<file path="config.mk">
export PLATFORM = sky130hd
export DESIGN_NAME = axil_stat_reg_bank_flat
export DESIGN_NICKNAME = d
export VERILOG_FILES = /design/src/rtl/axil_reg_pkg.sv /design/src/rtl/axil_stat_reg_bank_if.sv /design/src/rtl/axil_reg_decode.sv /design/src/rtl/axil_stat_reg_bank.sv /design/src/flat_wrapper.sv
export SDC_FILE = /design/constraint.sdc
export NUM_CORES = 1
export LEC_CHECK = 0
export ABC_AREA = 1
export CAP_MARGIN = 25
export CORE_AREA = 4 4 305 307
export CTS_CLUSTER_SIZE = 28
export DETAILED_ROUTE_END_ITERATION = 8
export DIE_AREA = 0 0 309 311
export GPL_ROUTABILITY_DRIVEN = 0
export PLACE_DENSITY = 0.51
export SLEW_MARGIN = 20
export SYNTH_ARGS = -nofsm -noshare
export SYNTH_HDL_FRONTEND = slang
export SYNTH_SLANG_ARGS = --single-unit
</file>
<file path="constraint.sdc">
create_clock -name aclk -period 2.65 [get_ports aclk]
set_clock_uncertainty 0.2 [all_clocks]
set_input_delay 0.53 -clock aclk [delete_from_list [all_inputs] [get_ports aclk]]
set_output_delay 0.53 -clock aclk [all_outputs]
set_load 0.01 [all_outputs]
</file>
<file path="src/rtl/axil_reg_pkg.sv">
// Shared AXI-Lite register-bank types: response codes and address-region decode.
package axil_reg_pkg;

   localparam logic [1:0] RESP_OKAY   = 2'b00;
   localparam logic [1:0] RESP_SLVERR = 2'b10;

   typedef enum logic [1:0] {
      REG_STAT,
      REG_CTRL,
      REG_NONE
   } reg_region_e;

endpackage

</file>
<file path="src/rtl/axil_stat_reg_bank_if.sv">
// AXI-Lite slave bus bundle (32-bit address and data) for the statistics/control register bank.
interface axil_stat_reg_bank_if;
   logic        awvalid;
   logic        awready;
   logic [31:0] awaddr;
   logic        wvalid;
   logic        wready;
   logic [31:0] wdata;
   logic [3:0]  wstrb;
   logic        bvalid;
   logic        bready;
   logic [1:0]  bresp;
   logic        arvalid;
   logic        arready;
   logic [31:0] araddr;
   logic        rvalid;
   logic        rready;
   logic [31:0] rdata;
   logic [1:0]  rresp;

   modport slave (
      input  awvalid, awaddr, wvalid, wdata, wstrb, bready, arvalid, araddr, rready,
      output awready, wready, bvalid, bresp, arready, rvalid, rdata, rresp
   );

   modport master (
      output awvalid, awaddr, wvalid, wdata, wstrb, bready, arvalid, araddr, rready,
      input  awready, wready, bvalid, bresp, arready, rvalid, rdata, rresp
   );
endinterface

</file>
<file path="src/rtl/axil_reg_decode.sv">
// Combinational byte address -> (region, word index within region) decode.
module axil_reg_decode
   import axil_reg_pkg::*;
#(
   parameter int unsigned ADDR_W    = 12,
   parameter int unsigned N_STAT    = 10,
   parameter int unsigned N_CTRL    = 10,
   parameter int unsigned CTRL_BASE = 32'h40,
   parameter int unsigned IDX_W     = 4
) (
   input  logic [31:0]      addr,
   output reg_region_e      region_c,
   output logic [IDX_W-1:0] idx_c
);
   localparam int unsigned CTRL_WORD = CTRL_BASE / 4;

   logic [31:0] word_c;
   logic        addr_unused;

   // Byte lane and bits above the decoded window do not take part in decode.
   assign word_c      = 32'(addr[ADDR_W-1:2]);
   assign addr_unused = ^{addr[31:ADDR_W], addr[1:0]};

   always_comb begin
      region_c = REG_NONE;
      idx_c    = '0;
      if (word_c < N_STAT) begin
         region_c = REG_STAT;
         idx_c    = IDX_W'(word_c);
      end else if ((word_c >= CTRL_WORD) && (word_c < CTRL_WORD + N_CTRL)) begin
         region_c = REG_CTRL;
         idx_c    = IDX_W'(word_c - CTRL_WORD);
      end
   end
endmodule

</file>
<file path="src/rtl/axil_stat_reg_bank.sv">
// AXI-Lite bank of read-only statistics words and read/write host control words.
// Optional STAT_CLEAR_ON_READ_EN: a successful statistics read pulses stat_clr for that word.
module axil_stat_reg_bank
   import axil_reg_pkg::*;
#(
   parameter int unsigned ADDR_W    = 12,
   parameter int unsigned N_STAT    = 10,
   parameter int unsigned N_CTRL    = 10,
   parameter int unsigned CTRL_BASE = 32'h40
) (
   input  logic                  aclk,
   input  logic                  aresetn,
   axil_stat_reg_bank_if.slave   s_axil,
   input  logic [32*N_STAT-1:0]  statistics,
   output logic [32*N_CTRL-1:0]  host_data,
   output logic [N_STAT-1:0]     stat_clr
);
   localparam int unsigned N_MAX = (N_STAT > N_CTRL) ? N_STAT : N_CTRL;
   localparam int unsigned IDX_W = (N_MAX > 1) ? $clog2(N_MAX) : 1;

   reg_region_e      aw_region_c;
   reg_region_e      ar_region_c;
   logic [IDX_W-1:0] aw_idx_c;
   logic [IDX_W-1:0] ar_idx_c;
   logic             aw_hs_c;
   logic             ar_hs_c;
   logic [31:0]      rd_word_c;
   logic             bvalid;
   logic [1:0]       bresp;
   logic             rvalid;
   logic [1:0]       rresp;
   logic [31:0]      rdata;

   axil_reg_decode #(
      .ADDR_W(ADDR_W), .N_STAT(N_STAT), .N_CTRL(N_CTRL), .CTRL_BASE(CTRL_BASE), .IDX_W(IDX_W)
   ) u_aw_decode (
      .addr(s_axil.awaddr), .region_c(aw_region_c), .idx_c(aw_idx_c)
   );

   axil_reg_decode #(
      .ADDR_W(ADDR_W), .N_STAT(N_STAT), .N_CTRL(N_CTRL), .CTRL_BASE(CTRL_BASE), .IDX_W(IDX_W)
   ) u_ar_decode (
      .addr(s_axil.araddr), .region_c(ar_region_c), .idx_c(ar_idx_c)
   );

   // AW and W are only taken together, and only while no write response is pending.
   assign aw_hs_c        = aresetn && s_axil.awvalid && s_axil.wvalid && !bvalid;
   assign ar_hs_c        = aresetn && s_axil.arvalid && !rvalid;
   assign s_axil.awready = aw_hs_c;
   assign s_axil.wready  = aw_hs_c;
   assign s_axil.arready = ar_hs_c;
   assign s_axil.bvalid  = bvalid;
   assign s_axil.bresp   = bresp;
   assign s_axil.rvalid  = rvalid;
   assign s_axil.rresp   = rresp;
   assign s_axil.rdata   = rdata;

   // Write channel: byte-masked control update and response.
   always_ff @(posedge aclk or negedge aresetn) begin
      if (!aresetn) begin
         bvalid    <= 1'b0;
         bresp     <= RESP_OKAY;
         host_data <= '0;
      end else begin
         if (aw_hs_c) begin
            bvalid <= 1'b1;
            bresp  <= (aw_region_c == REG_CTRL) ? RESP_OKAY : RESP_SLVERR;
         end else if (s_axil.bready) begin
            bvalid <= 1'b0;
         end
         for (int i = 0; i < int'(N_CTRL); i++) begin
            for (int b = 0; b < 4; b++) begin
               if (aw_hs_c && (aw_region_c == REG_CTRL) && (aw_idx_c == IDX_W'(i)) && s_axil.wstrb[b])
                  host_data[32*i+8*b +: 8] <= s_axil.wdata[8*b +: 8];
            end
         end
      end
   end

   // Read mux: sampled at the AR handshake edge, so same-edge writes are not visible.
   always_comb begin
      rd_word_c = '0;
      for (int i = 0; i < int'(N_STAT); i++)
         if ((ar_region_c == REG_STAT) && (ar_idx_c == IDX_W'(i))) rd_word_c = statistics[32*i +: 32];
      for (int i = 0; i < int'(N_CTRL); i++)
         if ((ar_region_c == REG_CTRL) && (ar_idx_c == IDX_W'(i))) rd_word_c = host_data[32*i +: 32];
   end

   always_ff @(posedge aclk or negedge aresetn) begin
      if (!aresetn) begin
         rvalid <= 1'b0;
         rresp  <= RESP_OKAY;
         rdata  <= '0;
      end else if (ar_hs_c) begin
         rvalid <= 1'b1;
         rresp  <= (ar_region_c == REG_NONE) ? RESP_SLVERR : RESP_OKAY;
         rdata  <= rd_word_c;
      end else if (s_axil.rready) begin
         rvalid <= 1'b0;
      end
   end

`ifdef STAT_CLEAR_ON_READ_EN
   // One-cycle clear strobe in the cycle after a statistics read is accepted.
   always_ff @(posedge aclk or negedge aresetn) begin
      if (!aresetn) begin
         stat_clr <= '0;
      end else begin
         for (int i = 0; i < int'(N_STAT); i++)
            stat_clr[i] <= ar_hs_c && (ar_region_c == REG_STAT) && (ar_idx_c == IDX_W'(i));
      end
   end
`else
   assign stat_clr = '0;
`endif
endmodule

</file>
<file path="src/flat_wrapper.sv">
// flat-port wrapper written by rule: the top's interface ports become plain ports
module axil_stat_reg_bank_flat import axil_reg_pkg::*;
#(
   parameter int unsigned ADDR_W    = 12,
   parameter int unsigned N_STAT    = 10,
   parameter int unsigned N_CTRL    = 10,
   parameter int unsigned CTRL_BASE = 32'h40
)
  (aclk, aresetn, statistics, host_data, stat_clr, s_axil_awvalid, s_axil_awaddr, s_axil_wvalid, s_axil_wdata, s_axil_wstrb, s_axil_bready, s_axil_arvalid, s_axil_araddr, s_axil_rready, s_axil_awready, s_axil_wready, s_axil_bvalid, s_axil_bresp, s_axil_arready, s_axil_rvalid, s_axil_rdata, s_axil_rresp);
  axil_stat_reg_bank_if s_axil_i ();
  input  logic aclk;
  input  logic aresetn;
  input  logic [32*N_STAT-1:0] statistics;
  output logic [32*N_CTRL-1:0] host_data;
  output logic [N_STAT-1:0] stat_clr;
  input wire logic [$bits(s_axil_i.awvalid)-1:0] s_axil_awvalid;
  input wire logic [$bits(s_axil_i.awaddr)-1:0] s_axil_awaddr;
  input wire logic [$bits(s_axil_i.wvalid)-1:0] s_axil_wvalid;
  input wire logic [$bits(s_axil_i.wdata)-1:0] s_axil_wdata;
  input wire logic [$bits(s_axil_i.wstrb)-1:0] s_axil_wstrb;
  input wire logic [$bits(s_axil_i.bready)-1:0] s_axil_bready;
  input wire logic [$bits(s_axil_i.arvalid)-1:0] s_axil_arvalid;
  input wire logic [$bits(s_axil_i.araddr)-1:0] s_axil_araddr;
  input wire logic [$bits(s_axil_i.rready)-1:0] s_axil_rready;
  output wire logic [$bits(s_axil_i.awready)-1:0] s_axil_awready;
  output wire logic [$bits(s_axil_i.wready)-1:0] s_axil_wready;
  output wire logic [$bits(s_axil_i.bvalid)-1:0] s_axil_bvalid;
  output wire logic [$bits(s_axil_i.bresp)-1:0] s_axil_bresp;
  output wire logic [$bits(s_axil_i.arready)-1:0] s_axil_arready;
  output wire logic [$bits(s_axil_i.rvalid)-1:0] s_axil_rvalid;
  output wire logic [$bits(s_axil_i.rdata)-1:0] s_axil_rdata;
  output wire logic [$bits(s_axil_i.rresp)-1:0] s_axil_rresp;
  assign s_axil_i.awvalid = s_axil_awvalid;
  assign s_axil_i.awaddr = s_axil_awaddr;
  assign s_axil_i.wvalid = s_axil_wvalid;
  assign s_axil_i.wdata = s_axil_wdata;
  assign s_axil_i.wstrb = s_axil_wstrb;
  assign s_axil_i.bready = s_axil_bready;
  assign s_axil_i.arvalid = s_axil_arvalid;
  assign s_axil_i.araddr = s_axil_araddr;
  assign s_axil_i.rready = s_axil_rready;
  assign s_axil_awready = s_axil_i.awready;
  assign s_axil_wready = s_axil_i.wready;
  assign s_axil_bvalid = s_axil_i.bvalid;
  assign s_axil_bresp = s_axil_i.bresp;
  assign s_axil_arready = s_axil_i.arready;
  assign s_axil_rvalid = s_axil_i.rvalid;
  assign s_axil_rdata = s_axil_i.rdata;
  assign s_axil_rresp = s_axil_i.rresp;
  axil_stat_reg_bank #(.ADDR_W(ADDR_W), .N_STAT(N_STAT), .N_CTRL(N_CTRL), .CTRL_BASE(CTRL_BASE)) u_core (.aclk(aclk), .aresetn(aresetn), .s_axil(s_axil_i), .statistics(statistics), .host_data(host_data), .stat_clr(stat_clr));
endmodule
</file>
==> results.cfg <==
[clocking]
cts_sinks = 356
cts_made_buffers = 44
worstSkewPairLatency_ps = 590
htree_levels = 2
clockBufferDepth = 3
cts_tree = yes
clkTransAtPathRegs_ps = 60
cts_root_buffer = clkbuf_16

[worst_setup_path]
r2r_end = u_core.host_data[95]$_DFFE_PN0P_
start_kind = input pin
max_stage_delay_ps = 190
critical_path.max_fanout = 5
reg2reg_from = u_core.s_axil.bvalid$_DFFE_PN0P_
critPathRequiredTime_ps = 2920
r2r_slack_ps = 320
path_common_cell = buf_6
rr_worst_depth = 11
cp-startpoint = s_axil_araddr[8]
critPathCapture = u_core.s_axil.rdata[8]$_DFFE_PN0P_
worstSetupPathType = in2reg
slowest_stage = nor2_2
endpoint_kind = flop
cp.arrival_ps = 3320

[yosys]
postSynthAreaPerCell_um2 = 7.18
synth-compound-area-share = 0.107
yosysSeqAreaShare = 0.473
synthTopCellsByArea = dfrtp_1 47%, nand2_1 18%, o21ai_0 9.5%
synthAdderAreaFrac = 0
synth_top_area_cell = dfrtp_1
synth_warnings = 0
synth_top_area_frac = 0.473
ys_types = 38
synth.area.mux_share = 0
syn_inst = 2622
ys_ff_latch = 356
synth_xor_area_frac = 0
synthSimpleGateAreaFrac = 0.334
synth_top_family_by_area = simple AND/OR/NAND/NOR gates
netlist_area_um2 = 18800

[final_layout]
multiInputGateArea_um2 = 9260
layout-drive-gt1-share = 0.174
syn_to_final_growth_pct = 73.5
nFillCells = 9429
post-route-util = 0.363
nets = 4024
regArea_um2 = 8910

[power_and_ir_drop]
seq_power_share = 0.425
switching_share = 0.247
p_per_area_nw_per_um2 = 396
p_switching_uw = 3200
comb_power_share = 0.098
clockPowerShare = 0.477
vdd_drop_max_uv = 361
p_leak_uw = 0.0144
p_int_uw = 9750

[timing]
fmax_ghz = 0.328
finalSetupViolCount = 32
slew_viol_final = 0
fin_crit_sh = 1.15
grt_setup_unrepaired = yes
max_slew.worst_pin.slew_ps = 1050
maxSlewHeadroom = 0.301
worst_slack_ps = -398
final.setup.tns_ps = -7680
fin_crit_ps = 3050
finalHoldViolations = 0

[global_routing]
grt_pass1_wl_um = 168000
grt_usage = 0.243
grt_pass1_vias = 22000
grt_max_degree = 170
top_usage_layer = met2
grt-ovfl-total = 0
use_met1 = 0.306
use_met2 = 0.412
grt.met3_usage = 0.0658
antenna_found_initial = 16

[floorplanning]
num_rows = 110
start_util = 0.209
core_um2 = 90000
dieWidth_um = 309
die_h_um = 311
dieArea_um2 = 96100
ios = 798

[hold_path]
hold_class = reg2reg

[outcome]
violations = negative setup slack
status = finished, violations left

[routing]
routedWlPerCell_um = 25.1
routed_wl_um = 121000
vias_per_cell = 4.61
drc_errors = 0
ant_nets = 0
drt_pre_antenna_iters = 7
via_count = 22200
dr.first_iter.drc_count = 1927

[run]
max-cap-violations = 0

[placement]
port_buffers = 741
place_hpwl_um = 97100
[metrics by stage]
stage	total power, µW	cells	cell area (µm²)	worst slack (ps)	hold slack, ps
floorplan	5810	2633	18900	-44.3	34.4
global placement	6840	4684	29900	-1720	258
global route	13400	4812	32700	-540	299
CTS	13100	4790	32200	-437	256
detailed placement	6840	4684	29900	-1730	256
finish	12900	4814	32700	-398	272
[critical path: cells and delay by family]
family	cells	cell delay [ps]
AND/OR/NAND/NOR	18	2010
buffers and inverters	6	700
AO/OA/AOI/OAI	1	70
[logic make-up after synthesis]
kind of cell / Yosys count
AOI/OAI and AO/OA: 394
buffers and inverters: 394
DFF: 356
other: 1
and+or+nand+nor: 1477
[final cells by class]
cell class	instances	area share
sequential	356	0.273
tap	1176	0.0451
timing repair buffer	1045	0.323
clock inverter	21	0.00751
inverter	265	0.0310
antenna	8	0.000613
clock buffer	58	0.0369
multi-input combinational	1885	0.284
[sequential cells by signal (all words and copies together) (netlist names)]
signal,cells
u_core.s_axil.rresp,1
u_core.s_axil.bvalid,1
u_core.s_axil.bresp,1
u_core.s_axil.rvalid,1
u_core.host_data,320
u_core.s_axil.rdata,32
[synthesized netlist by cell type (all sizes together)]
cell type,number
nor4,5
nand3,138
conb,1
nor3,5
nor2,251
inv,258
buf,49
a22o,1
clkbuf,80
or2,25
nand3b,3
o21a,1
and2,1
a21oi,27
clkinv,7
o21ai,364
nand2,895
o21bai,1
nand4,154
dfrtp,356
[metal layers]
metal | routed length, µm | part of all wire | up-vias
met5 | 39 | 0.00032 | -
met4 | 2820 | 0.023 | 6
met3 | 10100 | 0.084 | 136
met2 | 58100 | 0.48 | 889
met1 | 49800 | 0.41 | 10700
li1 | - | - | 10400
[worst min path at each step]
stage                                                   start                             endpoint  slack, ps  cells after the start
after floorplan                                       aresetn      u_core.host_data[0]$_DFFE_PN0P_         30                      0
after global placement                                aresetn     u_core.s_axil.bvalid$_DFFE_PN0P_        260                      2
after detailed placement                              aresetn     u_core.s_axil.bvalid$_DFFE_PN0P_        260                      2
after CTS                                       s_axil_rready     u_core.s_axil.rvalid$_DFFE_PN0P_        260                      2
after global routing                            s_axil_rready     u_core.s_axil.rvalid$_DFFE_PN0P_        300                      2
final                     u_core.s_axil.rdata[15]$_DFFE_PN0P_  u_core.s_axil.rdata[15]$_DFFE_PN0P_        270                      2
[power by group through the flow]
| stage | logic [µW] | registers, µW | clock network [µW] |
|---|---|---|---|
| after CTS | 1270 | 5510 | 6330 |
| final | 1270 | 5510 | 6170 |
| after global routing | 1350 | 5510 | 6520 |
| after global placement | 1240 | 5600 | 0 |
| after floorplan | 203 | 5610 | 0 |
| after detailed placement | 1230 | 5600 | 0 |
[what timing repair did]
item / CTS / global route
hold buffers: 1 / 0
endpoints found under the setup margin: 35 / 70
setup buffers: 26 / 17
gates cloned: 2 / 1
pin swaps: 112 / 119
endpoints found under the hold margin: 105 / 0
gates resized for setup: 242 / 82
[cell usage in the layout, fill, tap and decap left out, types with 5 or more instances in the layout]
master | Yosys | final
nand2_1 | 894 | 849
clkdlybuf4s50_1 | 0 | 728
dfrtp_1 | 356 | 356
o21ai_0 | 356 | 354
inv_1 | 248 | 240
buf_4 | 19 | 209
nand4_1 | 154 | 154
nor2_1 | 238 | 154
nand3_1 | 136 | 91
nor2_2 | 11 | 63
buf_12 | 0 | 55
clkbuf_16 | 0 | 45
nand3_2 | 1 | 39
buf_6 | 4 | 39
nand2_2 | 1 | 38
nor2_4 | 2 | 35
a21oi_1 | 25 | 24
or2_2 | 23 | 23
clkinv_2 | 0 | 15
conb_1 | 1 | 12
inv_2 | 9 | 11
clkbuf_1 | 80 | 10
nand2_4 | 0 | 9
diode_2 | 0 | 8
nand3_4 | 1 | 8
inv_4 | 1 | 7
clkinv_1 | 7 | 6
o21ai_1 | 5 | 6
buf_8 | 0 | 5
buf_2 | 22 | 5
No activity file was read; power rests on OpenSTA's default activity.
